--- config.mk ---
export PLATFORM = sky130hd
export DESIGN_NAME = fetch_unit
export DESIGN_NICKNAME = d
export VERILOG_FILES = /design/src/rtl/fetch_unit.sv
export SDC_FILE = /design/constraint.sdc
export NUM_CORES = 1
export LEC_CHECK = 0
export CAP_MARGIN = 20
export CORE_MARGIN = 8
export CORE_UTILIZATION = 30
export CTS_BUF_LIST = sky130_fd_sc_hd__clkbuf_8
export CTS_CLUSTER_SIZE = 25
export DETAILED_ROUTE_END_ITERATION = 7
export PLACE_DENSITY_LB_ADDON = 0.05
export SKIP_LAST_GASP = 1
export SLEW_MARGIN = 40
export SYNTH_ARGS = -nofsm -noshare
export SYNTH_HDL_FRONTEND = slang
export SYNTH_SLANG_ARGS = --single-unit
--- constraint.sdc ---
create_clock -name Clk -period 2.3 [get_ports Clk]
set_input_delay 0.345 -clock Clk [delete_from_list [all_inputs] [get_ports Clk]]
set_output_delay 0.345 -clock Clk [all_outputs]
set_load 0.005 [all_outputs]
--- src/rtl/fetch_unit.sv ---
// Program-counter sequencer for a small in-order core: IDLE/RUN/HALT control,
// registered compare flag for conditional branches, and a saturating RUN-cycle counter.
module fetch_unit #(
    parameter int PC_W  = 10,
    parameter int CNT_W = 16
) (
    input  logic             Clk,
    input  logic             Reset,
    input  logic             Start,
    input  logic             JumpEqual,
    input  logic             JumpNotEqual,
    input  logic             Ack,
    input  logic             FlagWrEn,
    input  logic             Equal,
    input  logic [PC_W-1:0]  TargetAddr,
    output logic [PC_W-1:0]  ProgCtr,
    output logic             Running,
    output logic             Done,
    output logic             EqFlag,
    output logic [CNT_W-1:0] CycleCount,
    output logic [1:0]       state_dbg
);

    typedef enum logic [1:0] {
        IDLE = 2'd0,
        RUN  = 2'd1,
        HALT = 2'd2
    } state_t;

    state_t            state_q, state_d;
    logic [PC_W-1:0]   pc_q, pc_d;
    logic              eq_q, eq_d;
    logic [CNT_W-1:0]  cnt_q, cnt_d;
    logic              branch_taken;

    always_ff @(posedge Clk) begin
        if (Reset) begin
            state_q <= IDLE;
            pc_q    <= '0;
            eq_q    <= 1'b0;
            cnt_q   <= '0;
        end else begin
            state_q <= state_d;
            pc_q    <= pc_d;
            eq_q    <= eq_d;
            cnt_q   <= cnt_d;
        end
    end

    // Branch decision uses the flag as registered, never the same-cycle compare result.
    assign branch_taken = (JumpEqual & eq_q) | (JumpNotEqual & ~eq_q) | (JumpEqual & JumpNotEqual);

    always_comb begin
        state_d = state_q;
        pc_d    = pc_q;
        eq_d    = eq_q;
        cnt_d   = cnt_q;
        case (state_q)
            IDLE, HALT: begin
                if (Start) begin
                    state_d = RUN;
                    pc_d    = '0;
                    eq_d    = 1'b0;
                    cnt_d   = '0;
                end
            end
            RUN: begin
                if (cnt_q != {CNT_W{1'b1}}) begin
                    cnt_d = cnt_q + CNT_W'(1);
                end
                if (FlagWrEn) begin
                    eq_d = Equal;
                end
                // Halt wins over any jump decoded on the same word.
                if (Ack) begin
                    state_d = HALT;
                end else if (branch_taken) begin
                    pc_d = TargetAddr;
                end else begin
                    pc_d = pc_q + PC_W'(1);
                end
            end
            default: begin
                state_d = IDLE;
            end
        endcase
    end

    always_comb begin
        Running    = (state_q == RUN);
        Done       = (state_q == HALT);
        ProgCtr    = pc_q;
        EqFlag     = eq_q;
        CycleCount = cnt_q;
        state_dbg  = state_q;
    end

endmodule

==> results of run 1 <==
## critical path, delay by kind of cell, from the launching register on
| kind | cells | cell delay [ns] |
|---|---|---|
| buffers and inverters | 2 | 0.76 |
| flip-flops | 1 | 0.46 |
| AND/OR/NAND/NOR | 1 | 0.14 |
## path summary, 6_finish.rpt
kind / from / end / slack [ns]
worst min register to register: CycleCount[14] / CycleCount[14] / 0.49
worst min-delay path: CycleCount[14] / CycleCount[14] / 0.49
worst max register to register: CycleCount[0] / CycleCount[11] / 0.35
worst max-delay path: state_dbg[0] / Running / 0.31
## cells in the final DEF (no fill, tap or decap), drive strengths merged, types with 2 or more instances in the layout
cell type,count
a41oi,2
nand4,3
nor4,5
a211oi,2
o2bb2ai,2
or2,3
nor2,28
o31ai,2
a22oi,4
ha,2
o22a,2
and3,4
o21ai,25
nor3b,3
nand2,11
mux2,3
a31oi,5
inv,8
clkbuf,7
dfxtp,29
nand2b,2
nor2b,4
nand3,10
nor3,7
buf,11
or3,2
a21oi,22
clkdlybuf4s50,48
## where the power goes
part	total (mW)	internal, mW	switching, mW	leakage [nW]
Combinational	0.154	0.0791	0.0753	0.561
Clock	0.462	0.270	0.192	0.0542
Sequential	0.520	0.510	0.0102	0.234
Total	1.14	0.859	0.278	0.849
## layer usage
| layer | part of all wire | GRT usage | vias up |
|---|---|---|---|
| met4 | 0.0072 | 0.0323 | 0 |
| met5 | 0 | 0 | - |
| met1 | 0.52 | 0.175 | 795 |
| met3 | 0.066 | 0.0446 | 4 |
| li1 | - | - | 872 |
| met2 | 0.41 | 0.174 | 53 |
## cell type report
type                            count  area (um^2)  share of cell area
Timing Repair Buffer               59          563               0.245
Tap cell                           70         87.6              0.0381
Inverter                            8         30.0              0.0131
Multi-Input combinational cell    161          936               0.407
Clock inverter                      1         5.00             0.00218
Clock buffer                        7         96.3              0.0419
Sequential cell                    29          581               0.253
## through the flow
stage	power (mW)	utilization	instances	cell area, um^2	hold WS [ns]
final	1.14	0.453	335	2300	0.487
after global routing	1.19	0.453	335	2300	0.506
after CTS	1.15	0.453	335	2300	0.492
after detailed placement	0.685	0.433	327	2200	0.483
after global placement	0.685	0.433	327	2200	0.480
after floorplan	0.600	-	204	1570	0.462
## sequential cells by signal, summed over array words and instances (netlist names)
signal / cells
CycleCount: 16
EqFlag: 1
ProgCtr: 10
state_dbg: 2
## cell families (layout without fill, tap and decap cells)
family / after synthesis / count (layout) / synth area share
flip-flops: 29 / 29 / 0.370
multiplexers: 3 / 3 / 0.0215
AO/OA/AOI/OAI: 72 / 72 / 0.273
buffers and inverters: 14 / 75 / 0.0343
adder cells (fa/ha/maj): 2 / 2 / 0.0159
AND/OR/NAND/NOR: 84 / 84 / 0.285
==> results.cfg, run 1 <==
[status]
status = complete, no violations

[sta]
setup_viol = 0
fin_skew_ns = 0.00659
max_freq_mhz = 504
worstMarginPinSlew_ns = 0.525
hold_viol = 0
slew_headroom = 0.650
min_period_ns = 1.99
rsz0062_at_grt = false
finalSetupTns_ns = 0
post-route-period-util = 0.863
slew_violations = 0
fin_ws_ns = 0.314

[drt]
dr.pass1.iters = 4
wire_per_inst_um = 14.5
wirelength_um = 4850
num_vias = 1724
viasPerCell = 5.15
post-route-drc-count = 0
drtAntennaViolNets = 0
drtIter0Drc = 171

[pwr]
p_per_area_nw_per_um2 = 495
vdd_ir_drop_max_mv = 0.232
power.static_leakage_nw = 0.849

[clock_network]
cts_buffers = 5
postCtsSetupRepairBufs = 0
postCtsResizedCells = 0
cts_tree = yes
cts.sinks = 29
clkTransAtPathRegs_ns = 0.06
cts.htree.levels = 2
cts_root_buffer = clkbuf_8
clockBufferDepth = 2
clk_latency_ns = 0.28
postCtsHoldBufs = 0

[worst_setup_path]
cp.required_ns = 1.96
cp_slowest_cell = clkdlybuf4s50_1
worstPathMaxFanout = 7
worstSetupPathType = reg2out
cp_data_arrival_time_ns = 1.64
cp-end-kind = output pin
startpoint_type = flop
critPathMaxStageDelay_ns = 0.55
r2r_cells = 7
crit_chain = nand2b_2, inv_1, clkdlybuf4s50_1

[global_route]
grtUsageTotal = 0.125
overflow = 0
antenna_found_initial = 0
grt_max_degree = 15
grt_pass1_wl_um = 7730
grt_pass1_vias = 1568

[min_path]
min_path_type = reg2reg
holdPathStages = 1

[cells_and_area]
layout.nets = 284
area_delta_synth_final_pct = 46.4
antennaDiodeCount = 0
drive_gt1_frac = 0.113
nFillCells = 536

[logic_synthesis]
yosysSeqAreaShare = 0.370
synthCells = 204
synthTopCellsByCount = dfxtp_1 (29), nor2_1 (28), o21ai_0 (23)
syn_nets = 224
yosysWarnings = 0
synth_edf_count = 0
synth.avg_cell_area_um2 = 7.70
ys_ff_latch = 29
synth_area_um2 = 1570
yosys_most_used_dff = dfxtp_1
synth_top_area_frac = 0.370
yosysMostFrequentCell = dfxtp_1
yosys.area.top_type = dfxtp_1
synth-async-reset-ratio = 0
synthTopCellsByArea = dfxtp_1 (37%), o21ai_0 (7.3%), a21oi_1 (7.0%), nor2_1 (6.7%), nand3_1 (3.2%)
synth_cell_type_count = 40

[place]
place_congestion = 0.789
io_buffers = 48
dp_hpwl_um = 3630
pre_cts_slack_ns = 0.206

[floorplan]
die_area_um2 = 7800
fp-row-count = 26
die_h_um = 88.3
core_um2 = 5070
num_io_pins = 49
die_w_um = 88.3
start_util = 0.309

[run]
drv_cap = 0
Power figures use the tool's default switching activity.
==> run 2, diff against run 1 <==
Settings changed: ABC_AREA set to 1, CORE_MARGIN 8 to 3, PLACE_DENSITY_LB_ADDON 0.05 to unset.
==> run 2 against run 1 <==
  * Non-clock buffer count shrank 8
  * Critical path depth is the same
  * Register-to-register slack gained 0.18 ns
  * Clock skew shrank 0.0012 ns
  * Largest cell class unchanged
==> results.cfg, run 2 <==
[sta]
slew_headroom = 0.733
worstMarginPinSlew_ns = 0.399
setup_viol = 0
slew_violations = 0
finalSetupTns_ns = 0
rsz0062_at_grt = false
max_freq_mhz = 504
hold_viol = 0
fin_skew_ns = 0.00541
post-route-period-util = 0.862
min_period_ns = 1.98

[clock_network]
cts.sinks = 29
cts_tree = yes
postCtsResizedCells = 0
clk_latency_ns = 0.28
cts_buffers = 5
clockBufferDepth = 2
clkTransAtPathRegs_ns = 0.07
postCtsSetupRepairBufs = 0
cts.htree.levels = 2
cts_root_buffer = clkbuf_8
postCtsHoldBufs = 0

[floorplan]
die_area_um2 = 6900
fp-row-count = 27
num_io_pins = 49
core_um2 = 5640
die_w_um = 83.1
die_h_um = 83.1
start_util = 0.316

[status]
status = complete, no violations

[logic_synthesis]
yosys.area.top_type = dfxtp_1
synth_cell_type_count = 27
yosys_most_used_dff = dfxtp_1
yosysSeqAreaShare = 0.326
synthTopCellsByCount = nand2_1 (84), nor2_1 (40), inv_1 (34)
synthTopCellsByArea = dfxtp_1 (33%), nand2_1 (18%), nor2_1 (8.4%), inv_1 (7.2%), nand3_1 (7.0%)
syn_nets = 311
synth_edf_count = 0
yosysWarnings = 0
ys_ff_latch = 29
synthCells = 291
yosysMostFrequentCell = nand2_1
synth.avg_cell_area_um2 = 6.13
synth_area_um2 = 1780
synth-async-reset-ratio = 0
synth_top_area_frac = 0.326

[global_route]
grtUsageTotal = 0.145
grt_pass1_vias = 1750
met3_usage = 0.0357
gr-usage-met2 = 0.228
overflow = 0
grt.busiest_layer = met2
grt_pass1_wl_um = 8310
use_met1 = 0.193
antenna_found_initial = 0
grt_max_degree = 22

[cells_and_area]
layout.nets = 362
mostFrequentLayoutCells = nand2_1 (84), clkdlybuf4s50_1 (48), nor2_1 (40), inv_1 (35), dfxtp_1 (29)
largest_register_ff_count = 16
mostFrequentLayoutCell = nand2_1
seq_area_um2 = 581
multi_input_area_um2 = 1030
nFillCells = 590
area_delta_synth_final_pct = 35.8
antennaDiodeCount = 0
drive_gt1_frac = 0.0700

[worst_setup_path]
crit-reg2reg-launch = CycleCount[1]
cp_data_arrival_time_ns = 1.64
critPathMaxStageDelay_ns = 0.56
crit_chain = nand2_2, inv_2, clkdlybuf4s50_1
r2r_cells = 9
startpoint_type = flop
worstPathMaxFanout = 16
cp-end-kind = output pin
r2r_setup_slack_ns = 0.53
worstSetupPathType = reg2out
cp.required_ns = 1.96
cp_slowest_cell = clkdlybuf4s50_1
rr_endpoint = CycleCount[13]

[drt]
post-route-drc-count = 0
viasPerCell = 4.72
dr.pass1.iters = 4
wire_per_inst_um = 11.8
drtIter0Drc = 130
drtAntennaViolNets = 0
wirelength_um = 4920
num_vias = 1959

[min_path]
holdPathStages = 2
min_delay_worst_endpoint = ProgCtr[8]
min_path_type = reg2reg
min-delay-start = ProgCtr[8]

[place]
io_buffers = 48
place_congestion = 0.831
dp_hpwl_um = 3650

[run]
drv_cap = 0

[pwr]
finalPower_mw = 1.11
power.static_leakage_nw = 0.973
vdd_ir_drop_max_mv = 0.180
p_per_area_nw_per_um2 = 457
-- run 2: cell types whose count changed in the layout (fill, tap and decap cells not counted), moves of 8 or more --
cell	change
nand2_1	+73
inv_1	+27
nand3_1	+15
nor2_1	+12
o21ai_0	-11
buf_4	-8
-- run 2: per-layer routing --
metal,vias up,wire (um)
li1,1026,-
met1,876,2440
met2,55,2190
met3,2,276
met4,0,8
met5,-,0
-- run 2: worst max path at each step --
stage	to	slack (ns)	start	cells after the start
detailed placement	CycleCount[13]	0.33	Start	10
CTS	Running	0.27	state_dbg[0]	3
finish	Running	0.32	state_dbg[0]	3
floorplan	CycleCount[7]	0.77	CycleCount[0]	10
global route	Running	0.19	state_dbg[0]	3
global placement	CycleCount[13]	0.39	Start	10
-- run 2: critical path: cells and delay by family, from the launching register on --
family,cells,cell delay [ns]
flip-flops,1,0.41
buffers and inverters,2,0.81
AND/OR/NAND/NOR,1,0.12
-- run 2: stage by stage --
step | worst slack (ns) | utilization | std cells | cell area [um^2] | hold slack (ns)
after floorplan | 0.771 | - | 291 | 1780 | 0.479
after global placement | 0.387 | 0.415 | 407 | 2340 | 0.490
after detailed placement | 0.325 | 0.415 | 407 | 2340 | 0.489
after CTS | 0.272 | 0.429 | 415 | 2420 | 0.502
after global routing | 0.193 | 0.429 | 415 | 2420 | 0.525
final | 0.317 | 0.429 | 415 | 2420 | 0.502
-- run 2: layout make-up --
| class | count | share of cell area |
|---|---|---|
| clock inverter | 3 | 0.00568 |
| tap | 72 | 0.0372 |
| inverter | 36 | 0.0563 |
| multi-input combinational | 219 | 0.425 |
| timing repair buffer | 51 | 0.208 |
| sequential | 29 | 0.240 |
| clock buffer | 5 | 0.0284 |
-- run 2: where the power goes --
part           switching (mW)  internal [mW]
registers              0.0129          0.513
logic                  0.0886         0.0783
clock network           0.210          0.205
-- run 2: cell families (layout without fill, tap and decap cells) --
| family | Yosys count | count (layout) | synth area share |
|---|---|---|---|
| buffers and inverters | 43 | 95 | 0.0975 |
| DFF | 29 | 29 | 0.326 |
| AOI/OAI and AO/OA | 40 | 40 | 0.119 |
| and+or+nand+nor | 173 | 173 | 0.425 |
| xor gates and xnor gates | 4 | 4 | 0.0196 |
| adders and majority gates | 2 | 2 | 0.0140 |
==> run 3, diff against run 2 <==
Settings changed: CORE_ASPECT_RATIO set to 2, SETUP_SLACK_MARGIN set to 0.05.
==> run 3 against run 2 <==
  * Clock skew decreased by 0.0023 ns
  * Sequential cell count unchanged
  * Cell count decreased by 2.4%
  * Utilization decreased by 0.78 points
  * Combinational power increased by 4%
  * Clock power increased by 4%
  * Via count increased by 0.56%
  * Sequential power about the same
==> results.cfg, run 3 (synthesis results as in run 2) <==
[place]
place_congestion = 0.923
place_area_um2 = 2340
dp_cells = 398
io_buffers = 48
dp_hpwl_um = 4180

[worst_setup_path]
rr_endpoint = ProgCtr[3]
endpoint = Running
worstSetupPathType = reg2out
startpoint_type = flop
r2r_setup_slack_ns = 0.65
r2r_cells = 9
cp_data_arrival_time_ns = 1.51
cp.required_ns = 1.96
worstPathMaxFanout = 9
crit-reg2reg-launch = state_dbg[1]
cp-startpoint = state_dbg[0]
cp-end-kind = output pin

[cells_and_area]
drive_gt1_frac = 0.0727
antennaDiodeCount = 0
fin_cells = 405
area_delta_synth_final_pct = 36.1
largest_register_ff_count = 16
final_area_um2 = 2430
mostFrequentLayoutCells = nand2_1 (84), clkdlybuf4s50_1 (48), nor2_1 (40), inv_1 (35), dfxtp_1 (29)
layout.nets = 364
mostFrequentLayoutCell = nand2_1

[drt]
dr.pass1.iters = 5
drtAntennaViolNets = 0
num_vias = 1970
wire_per_inst_um = 13.4
viasPerCell = 4.86
drtIter0Drc = 70
post-route-drc-count = 0
wirelength_um = 5410

[pwr]
vdd_ir_drop_max_mv = 0.338
power.static_leakage_nw = 0.983
p_per_area_nw_per_um2 = 466
finalPower_mw = 1.13

[min_path]
min_path_type = reg2reg
holdPathStages = 2

[sta]
finalSetupTns_ns = 0
min_period_ns = 1.85
setup_viol = 0
slew_headroom = 0.737
max_freq_mhz = 539
slew_violations = 0
rsz0062_at_grt = false
worstMarginPinSlew_ns = 0.394
post-route-period-util = 0.806
fin_skew_ns = 0.00314
hold_viol = 0

[clock_network]
cts_root_buffer = clkbuf_8
postCtsSetupRepairBufs = 0
cts.htree.levels = 2
cts.sinks = 29
clkTransAtPathRegs_ns = 0.06
postCtsHoldBufs = 0
cts_tree = yes
cts_buffers = 5
clockBufferDepth = 2
postCtsResizedCells = 0
clk_latency_ns = 0.28

[floorplan]
start_util = 0.310
num_io_pins = 49
core_um2 = 5760
die_w_um = 60.5
die_h_um = 115
fp-row-count = 39
die_area_um2 = 6960

[status]
status = complete, no violations

[global_route]
grt_pass1_wl_um = 9040
overflow = 0
grt_pass1_vias = 1957
antenna_found_initial = 0
grtUsageTotal = 0.175
grt_max_degree = 22

[run]
drv_cap = 0
-- run 3: changes by cell type in the layout (fill, tap and decap cells not counted), sizes merged --
cell    change
clkbuf      +1
buf         +2
clkinv      -2
-- run 3: worst min path at each step --
stage,to,start
6_report,ProgCtr[9],ProgCtr[9]
5_1_grt,ProgCtr[3],ProgCtr[3]
4_1_cts,ProgCtr[9],ProgCtr[9]
3_5_place_dp,ProgCtr[9],ProgCtr[9]
3_3_place_gp,ProgCtr[9],ProgCtr[9]
2_1_floorplan,CycleCount[13],CycleCount[13]
-- run 3: layer usage --
metal,track usage,up-vias,share of wire
met5,0,-,0
li1,-,1034,-
met2,0.334,57,0.55
met3,0.0326,15,0.037
met1,0.174,864,0.37
met4,0.0767,0,0.041
-- run 3: power breakdown --
part,switching (mW),leakage [nW],internal (mW),total (mW)
registers,0.0133,0.235,0.513,0.527
logic,0.0934,0.700,0.0799,0.173
clock network,0.198,0.0485,0.233,0.430
-- run 3: area by class of cell --
cell class	count	area, um^2
clock buffer	6	82.6
clock inverter	1	3.75
fill	654	3330
inverter	36	136
multi-input combinational	219	1030
sequential	29	581
tap	61	76.3
timing repair buffer	53	518
-- run 3: through the flow --
step	setup slack [ns]	hold WS, ns	utilization
6_report	0.445	0.502	0.421
5_1_grt	0.337	0.532	0.421
4_1_cts	0.427	0.508	0.421
2_1_floorplan	0.771	0.479	-
3_5_place_dp	0.363	0.495	0.406
3_3_place_gp	0.372	0.494	0.406
-- run 3: critical path, cell delays in order (launching register included) --
cell	delay, ns
dfxtp_1	0.40
nand2_2	0.12
inv_2	0.17
clkdlybuf4s50_1	0.53
